==> src/rtl/io_output_bank.sv <==
// -----------------------------------------------------------------------------
// io_output_bank
//
// Memory-mapped bank of NPORTS output registers, W bits each, on the CPU IO
// bus at byte addresses 0x80-0xFF. Each port can be written through four
// aliases:
//   0x80+4p  DATA  port = (port & ~bm) | (d & bm)
//   0xA0+4p  SET   port = port |  (d & bm)
//   0xC0+4p  CLR   port = port & ~(d & bm)
//   0xE0+4p  TGL   port = port ^  (d & bm)
// where bm is the byte mask expanded from be and d = datas[W-1:0].
// Reads through any alias return the current port value, registered, with a
// one-cycle rvalid strobe. Ports selected by PULSE_MASK fall back to 0 exactly
// PULSE_LEN cycles after their most recent write.
//
// Ports:
//   io_clk           IO clock, rising edge
//   clrn             asynchronous active-low reset
//   addr[31:0]       byte address, only addr[7:0] decoded (addr[1:0] ignored)
//   datas[31:0]      write data, bits above W ignored
//   be[3:0]          byte enables, be[k] qualifies datas[8k+7:8k]
//   write_io_enable  write strobe, one write per cycle
//   read_io_enable   read strobe
//   out_ports        port i at bits [i*W+W-1 : i*W]
//   rdata[31:0]      readback data, zero-extended, 0 when rvalid is low
//   rvalid           one-cycle strobe, high the cycle after a block-hit read
//   pulse_active     bit i high while port i's pulse counter is nonzero
// -----------------------------------------------------------------------------
module io_output_bank #(
  parameter int unsigned NPORTS     = 2,
  parameter int unsigned W          = 32,
  parameter logic [31:0] RESET_VAL  = 32'h0,
  parameter logic [7:0]  PULSE_MASK = 8'h0,
  parameter int unsigned PULSE_LEN  = 16
) (
  input  logic                  io_clk,
  input  logic                  clrn,
  input  logic [31:0]           addr,
  input  logic [31:0]           datas,
  input  logic [3:0]            be,
  input  logic                  write_io_enable,
  input  logic                  read_io_enable,
  output logic [NPORTS*W-1:0]   out_ports,
  output logic [31:0]           rdata,
  output logic                  rvalid,
  output logic [NPORTS-1:0]     pulse_active
);

  typedef enum logic [1:0] {
    OP_DATA = 2'b00,
    OP_SET  = 2'b01,
    OP_CLR  = 2'b10,
    OP_TGL  = 2'b11
  } op_t;

  localparam logic [15:0]  PULSE_LEN_16 = 16'(PULSE_LEN);
  localparam logic [3:0]   NPORTS_4     = 4'(NPORTS);
  localparam logic [W-1:0] RESET_W      = RESET_VAL[W-1:0];

  // ---------------------------------------------------------------------------
  // Address decode
  // ---------------------------------------------------------------------------
  logic       blk_hit;
  op_t        op;
  logic [2:0] port_idx;
  logic       idx_ok;

  assign blk_hit  = addr[7];
  assign op       = op_t'(addr[6:5]);
  assign port_idx = addr[4:2];
  assign idx_ok   = ({1'b0, port_idx} < NPORTS_4);

  // ---------------------------------------------------------------------------
  // Byte mask and masked write data, shared by every port
  // ---------------------------------------------------------------------------
  logic [31:0]  bm_full;
  logic [W-1:0] bm;
  logic [W-1:0] dm;

  genvar gi;
  generate
    for (gi = 0; gi < 4; gi++) begin : g_bm
      assign bm_full[gi*8 +: 8] = {8{be[gi]}};
    end
  endgenerate

  assign bm = bm_full[W-1:0];
  assign dm = datas[W-1:0] & bm;

  // Address bits outside the decode and data bits above W are intentionally
  // not used; folding them here keeps that explicit.
  logic unused_bits;
  assign unused_bits = ^{addr[31:8], addr[1:0], datas, bm_full};

  // ---------------------------------------------------------------------------
  // Per-port register and pulse counter
  // ---------------------------------------------------------------------------
  logic [NPORTS*W-1:0] ports_flat;

  generate
    for (gi = 0; gi < NPORTS; gi++) begin : g_port
      localparam logic [2:0] IDX = 3'(gi);
      // A port only pulses when it is selected and the length is nonzero;
      // otherwise its counter never leaves 0 and folds away.
      localparam bit PULSED = PULSE_MASK[gi] && (PULSE_LEN != 0);

      logic [W-1:0] port_reg;
      logic [W-1:0] port_next;
      logic [W-1:0] upd_val;
      logic [15:0]  cnt_reg;
      logic [15:0]  cnt_next;
      logic         wr_hit;

      assign wr_hit = write_io_enable && blk_hit && (port_idx == IDX);

      always_comb begin
        upd_val = port_reg;
        case (op)
          OP_DATA: upd_val = (port_reg & ~bm) | dm;
          OP_SET:  upd_val = port_reg | dm;
          OP_CLR:  upd_val = port_reg & ~dm;
          OP_TGL:  upd_val = port_reg ^ dm;
          default: upd_val = port_reg;
        endcase
      end

      // A write always wins over expiry: it applies the new value and
      // restarts the count, so a write landing on the 1->0 cycle never sees
      // the clear. be=0 still reloads the counter.
      always_comb begin
        port_next = port_reg;
        cnt_next  = cnt_reg;
        if (wr_hit) begin
          port_next = upd_val;
          if (PULSED) begin
            cnt_next = PULSE_LEN_16;
          end
        end else if (cnt_reg != 16'd0) begin
          cnt_next = cnt_reg - 16'd1;
          if (cnt_reg == 16'd1) begin
            port_next = '0;
          end
        end
      end

      always_ff @(posedge io_clk or negedge clrn) begin
        if (!clrn) begin
          port_reg <= RESET_W;
          cnt_reg  <= 16'd0;
        end else begin
          port_reg <= port_next;
          cnt_reg  <= cnt_next;
        end
      end

      assign ports_flat[gi*W +: W] = port_reg;
      assign pulse_active[gi]      = (cnt_reg != 16'd0);
    end
  endgenerate

  assign out_ports = ports_flat;

  // ---------------------------------------------------------------------------
  // Readback: sampled from the register outputs, so a same-edge write to the
  // same port returns the old value.
  // ---------------------------------------------------------------------------
  logic [31:0] rd_sel;
  logic [31:0] rdata_reg;
  logic        rvalid_reg;

  always_comb begin
    rd_sel = '0;
    for (int i = 0; i < NPORTS; i++) begin
      if (port_idx == 3'(i)) begin
        rd_sel[W-1:0] = ports_flat[i*W +: W];
      end
    end
  end

  always_ff @(posedge io_clk or negedge clrn) begin
    if (!clrn) begin
      rvalid_reg <= 1'b0;
      rdata_reg  <= '0;
    end else begin
      rvalid_reg <= read_io_enable && blk_hit;
      rdata_reg  <= (read_io_enable && blk_hit && idx_ok) ? rd_sel : 32'h0;
    end
  end

  assign rvalid = rvalid_reg;
  assign rdata  = rdata_reg;

endmodule

==> config.mk <==
export PLATFORM = sky130hd
export DESIGN_NAME = io_output_bank
export DESIGN_NICKNAME = d
export VERILOG_FILES = /design/src/rtl/io_output_bank.sv
export SDC_FILE = /design/constraint.sdc
export NUM_CORES = 1
export LEC_CHECK = 0
export ABC_AREA = 1
export CORE_AREA = 8 8 157 129
export DETAILED_ROUTE_END_ITERATION = 8
export DIE_AREA = 0 0 165 137
export PLACE_DENSITY = 0.77
export SYNTH_ARGS = -nofsm -noshare
export SYNTH_HDL_FRONTEND = slang
export SYNTH_SLANG_ARGS = --single-unit
==> constraint.sdc <==
create_clock -name io_clk -period 1.84 [get_ports io_clk]
set_clock_uncertainty 0.1 [all_clocks]
set_input_delay 0.184 -clock io_clk [delete_from_list [all_inputs] [get_ports io_clk]]
set_output_delay 0.184 -clock io_clk [all_outputs]
set_load 0.1 [all_outputs]
==> results of run 1 <==
-- area by class of cell --
class | instances | area [um2] | area share, %
timing repair buffer | 209 | 2720 | 22.7
clock buffer | 22 | 474 | 3.97
tap | 230 | 288 | 2.41
multi-input combinational | 930 | 4960 | 41.5
clock inverter | 10 | 109 | 0.911
inverter | 43 | 164 | 1.37
sequential | 129 | 3240 | 27.1
-- critical path, stage by stage, from the launching register on --
cell,delay [ps]
dfrtp_1,430
nor2_1,160
nand2_1,130
nor2_4,150
nand2_4,70
buf_12,160
-- cells in the mapped netlist --
cell type / n / area, um2
nand2_4: 4 / 45.0
buf_4: 2 / 15.0
clkbuf_1: 24 / 90.1
xor2_1: 6 / 52.6
nand4_1: 4 / 25.0
buf_2: 34 / 170
inv_1: 40 / 150
xnor2_1: 6 / 52.6
nand3b_1: 2 / 15.0
buf_6: 8 / 90.1
a21oi_1: 128 / 641
o21ai_0: 111 / 556
buf_1: 4 / 15.0
inv_4: 1 / 6.26
nor3_1: 1 / 5.00
nand3_1: 135 / 676
nand2_1: 373 / 1400
nand2_8: 1 / 20.0
inv_2: 2 / 7.51
nand3_2: 12 / 120
nor2_8: 2 / 40.0
nor2_2: 2 / 12.5
nor2_1: 43 / 161
clkbuf_2: 3 / 15.0
o21ai_1: 23 / 115
dfrtp_1: 129 / 3230
nand2_2: 3 / 18.8
ha_1: 68 / 851
nor2_4: 6 / 67.6
-- timing repair --
item | 4_1_cts | 5_1_grt
hold endpoints to repair | 47 | 0
buffers inserted | 9 | 17
resized for setup | 14 | 22
endpoints found under the setup margin | 2 | 2
hold buffers | 1 | 0
pin swaps | 4 | 15
-- final timing paths --
path | start | endpoint | slack (ps) | cells after the start
setup / recovery | g_port[0].cnt_reg[10] | pulse_active[0] | 20 | 5
hold / removal | addr[6] | g_port[1].port_reg[2] | 170 | 6
setup reg to reg | g_port[0].cnt_reg[0] | g_port[0].port_reg[5] | 70 | 9
hold reg to reg | g_port[0].cnt_reg[15] | g_port[0].cnt_reg[15] | 440 | 2
max in group asynchronous | clrn | g_port[1].cnt_reg[12] | 850 | 3
min in group asynchronous | clrn | g_port[0].cnt_reg[9] | 200 | 2
-- metal layers --
metal / vias up / global-route usage (%) / share of wire [%]
li1: 4246 / - / -
met4: 8 / 6.64 / 1.4
met3: 47 / 7.49 / 9.6
met1: 4295 / 31.0 / 41
met2: 386 / 37.4 / 48
met5: - / 0 / 0.19
-- cell families (layout without fill, tap and decap cells) --
family | count (synthesis) | after routing | synth area share (%)
AO/OA/AOI/OAI | 262 | 262 | 15.1
XOR/XNOR | 12 | 12 | 1.21
adder cells (fa/ha/maj) | 68 | 68 | 9.82
buffers and inverters | 118 | 284 | 6.46
flip-flops | 129 | 129 | 37.3
AND/OR/NAND/NOR | 588 | 588 | 30.1
-- power by group --
| part | total, uW | switching (uW) | leakage (uW) | internal [uW] |
|---|---|---|---|---|
| sequential | 5280 | 1600 | 0.00167 | 3670 |
| combinational | 10600 | 6640 | 0.00372 | 3970 |
| clock | 3380 | 1290 | 0.000286 | 2090 |
| total | 19300 | 9530 | 0.00568 | 9740 |
-- metrics by stage --
stage / instances / utilization (%) / hold slack, ps / setup WS (ps)
2_1_floorplan: 1177 / - / -212 / 4.26
3_3_place_gp: 1514 / 62.3 / 85.6 / 64.0
3_5_place_dp: 1514 / 62.3 / 91.3 / -10.5
4_1_cts: 1556 / 66.2 / 166 / -27.7
5_1_grt: 1573 / 67.2 / 223 / -47.8
6_report: 1573 / 67.2 / 172 / 21.6
==> run metrics, run 1 <==
status completed; synth unique cells 29; Worst EP required 1560 ps; Syn Area/Cell 7.36 um2; final hold vios 0; Worst-path clk slew 60 ps; measured slew at the worst slew-check pin 556 ps; post-detail-place hpwl 18,100 um; period utilization 98.8%; Fillers 1,400; clk sinks 129; fraction of layout cells with a size suffix above 1 19.2%; Worst setup EP type output pin; FF+latch count, synth 129; Maximum Capacitance Violations 0; antenna viol nets, final 0; drt pass-1 iters 7; Final #Nets 1,470; remaining global-route overflow 0; Total Routing Usage GR 23.8%; max FFs per register 64; largest net degree at the start of global routing 54; die height 137 um; Clock Latency Late Sink 420 ps; Setup violations, final 0; commonest non-fill, non-tap cell in the layout nand2_1; Synth Instances 1,177; CTS Buffer Depth 2; Num CTS Buffers 17; Design Power 19,300 uW; row count 44; initial core utilization 48.7%; core area 0.0178 mm2; IO Pins 171; most frequent cells in the layout 369 x nand2_1, 134 x nand3_1, 128 x a21oi_1, 119 x dfrtp_1, 111 x o21ai_0; syn nets 1,317; ant diodes 0; initial antenna violation count 4; slew margin rel. 62.9%; CTS tree built; Worst Path Arrival 1530 ps; Leak Pwr 0.00568 uW; worst hold-check path type in -> reg; setup_tns 0 ps; Die Area 0.0226 mm2; RSZ-0062 raised after global routing true; CP Max Fanout 4; finished layout cell area 0.0120 mm2; Vias 8,982; WS Path Type reg -> out; final wirelength 27,200 um; Initial DRC Count 947; buffers added on ports 144; sequential fraction of the synthesis area 37.3%; warnings from Yosys 0; Via density 5.71; synthesized cell area 0.00866 mm2; area growth from synthesis to layout 38.0%; Max Slew Vio Count 0; GP Congestion 0.868; vias in the first global route 8,546; power per standard cell area 1610 mW/mm2; CTS root buffer clkbuf_16; Post-DP Area 0.0111 mm2; first-pass GRT wire length 43,500 um; drt drc 0; DIE WIDTH 165 um; drt wl/cell 17.3 um; critical path startpoint category flip-flop; H-Tree Depth 4; Tmin final 1820 ps; VDD IR max 1160 uV; max frequency 550 MHz
(Power assumes the default switching activity.)
==> run 2, diff against run 1 <==
RECOVER_POWER = 100   (was default)
==> run metrics, run 2 (synthesized netlist as in run 1, its figures left out) <==
DIE WIDTH 165 um; CTS Buffer Depth 2; CTS root buffer clkbuf_16; Hold Path Stages 6; Reg-to-Reg Start g_port[0].cnt_reg[0]; vias in the first global route 8,546; RSZ-0062 raised after global routing true; antenna viol nets, final 0; Leak Pwr 0.00532 uW; most frequent cells in the layout 369 x nand2_1, 136 x nand3_1, 128 x a21oi_1, 119 x dfrtp_1, 111 x o21ai_0; Worst setup EP type output pin; Max Slew Vio Count 0; die height 137 um; clk sinks 129; CTS tree built; max frequency 549 MHz; Maximum Capacitance Violations 0; largest net degree at the start of global routing 54; drt pass-1 iters 6; Fillers 1,553; multi-input logic area 0.00495 mm2; Die Area 0.0226 mm2; post-detail-place hpwl 18,100 um; period utilization 98.9%; Worst R2R Setup Slack 70 ps; register area 0.00324 mm2; finished layout cell area 0.0108 mm2; Worst-path clk slew 60 ps; area growth from synthesis to layout 24.8%; Via density 5.75; GP Congestion 0.868; Hold Path End g_port[1].port_reg[2]; Final #Nets 1,470; slew margin rel. 47.6%; Setup violations, final 0; hold wc startpoint addr[6]; WS Path Type reg -> out; RR Endpoint g_port[0].port_reg[5]; Reg2Reg Depth 9; Clock Latency Late Sink 420 ps; VDD IR max 1010 uV; row count 44; Post-DP Area 0.0111 mm2; first-pass GRT wire length 43,500 um; buffers added on ports 144; worst hold-check path type in -> reg; CP Max Fanout 3; placed cell count 1,514; H-Tree Depth 4; Vias 9,046; initial core utilization 48.7%; worst hold slack 170 ps; commonest non-fill, non-tap cell in the layout nand2_1; critical path's slowest cell dfrtp_2; critical path cell sequence nor2_4 -> nand2_1 -> nor2_4 -> nand2_4 -> buf_12; final hold vios 0; final wirelength 27,400 um; Worst Path Arrival 1540 ps; measured slew at the worst slew-check pin 786 ps; status completed; remaining global-route overflow 0; IO Pins 171; power per standard cell area 1600 mW/mm2; Tmin final 1820 ps; drt drc 0; Worst path most repeated cell nor2_4; Initial DRC Count 982; fraction of layout cells with a size suffix above 1 18.5%; ant diodes 0; max FFs per register 64; Worst EP required 1560 ps; critical path startpoint category flip-flop; core area 0.0178 mm2; initial antenna violation count 4; fin cells 1,573; drt wl/cell 17.4 um; Total Routing Usage GR 23.8%; Num CTS Buffers 17; crit-path max cell delay 450 ps
-- run 2: cell types whose count changed in the layout (fill, tap and decap cells not counted) --
cell,before,now
clkbuf_4,0,4
nor2_1,35,36
clkbuf_2,0,98
buf_12,83,15
inv_2,6,5
nand3_1,134,136
buf_4,81,37
nor2_4,11,10
buf_2,1,5
clkdlybuf4s50_1,42,40
inv_1,36,37
dlygate4sd3_1,1,3
clkbuf_1,2,8
nand3_2,13,11
-- run 2: metal layers --
metal	global-route usage, %	vias up	wire (um)
met4	6.64	8	425
met1	31.0	4290	11300
li1	-	4245	-
met2	37.4	447	12900
met3	7.49	56	2750
met5	0	-	51
-- run 2: through the flow --
stage | total power (uW) | setup slack, ps | setup TNS (ps) | utilization, %
after floorplan | 11400 | 4.26 | 0 | -
after global placement | 14900 | 64.0 | 0 | 62.3
after detailed placement | 15200 | -10.5 | -10.5 | 62.3
after CTS | 18900 | -27.7 | -27.7 | 66.2
after global routing | 18400 | -47.8 | -133 | 60.8
final | 17300 | 19.8 | 0 | 60.8
-- run 2: power by group --
| group | switching, uW | leakage (uW) | internal [uW] | total, uW |
|---|---|---|---|---|
| registers | 1310 | 0.00167 | 3680 | 4990 |
| logic | 6640 | 0.00336 | 2330 | 8970 |
| clock network | 1290 | 0.000286 | 2090 | 3380 |
-- run 2: how the worst max path moves through the flow --
stage               slack, ps                endpoint  depth (start not counted)             startpoint
floorplan                   4   g_port[1].port_reg[6]                          6  g_port[1].port_reg[6]
global route              -50         pulse_active[0]                          5  g_port[0].cnt_reg[10]
finish                     20         pulse_active[0]                          5   g_port[0].cnt_reg[8]
CTS                       -30         pulse_active[1]                          6   g_port[1].cnt_reg[0]
detailed placement        -10  g_port[1].port_reg[26]                          9                  be[3]
global placement           60  g_port[0].port_reg[20]                          7                  be[2]
-- run 2: area by class of cell --
type / instances / share of cell area [%]
inverter: 43 / 1.52
multi-input combinational: 930 / 45.8
clock inverter: 10 / 1.01
clock buffer: 22 / 4.39
timing repair buffer: 209 / 14.7
tap: 230 / 2.66
sequential: 129 / 30.0
-- run 2: timing repair --
action | 4_1_cts | 5_1_grt
pin swaps | 4 | 15
hold endpoints to repair | 47 | 0
setup buffers | 9 | 17
endpoints found under the setup margin | 2 | 2
gates resized for setup | 14 | 22
hold buffers | 1 | 0
-- run 2: critical path: cells and delay by family (launching register included) --
family / cells / cell delay, ps
flip-flops: 1 / 450
AND/OR/NAND/NOR: 4 / 490
buffers and inverters: 1 / 160
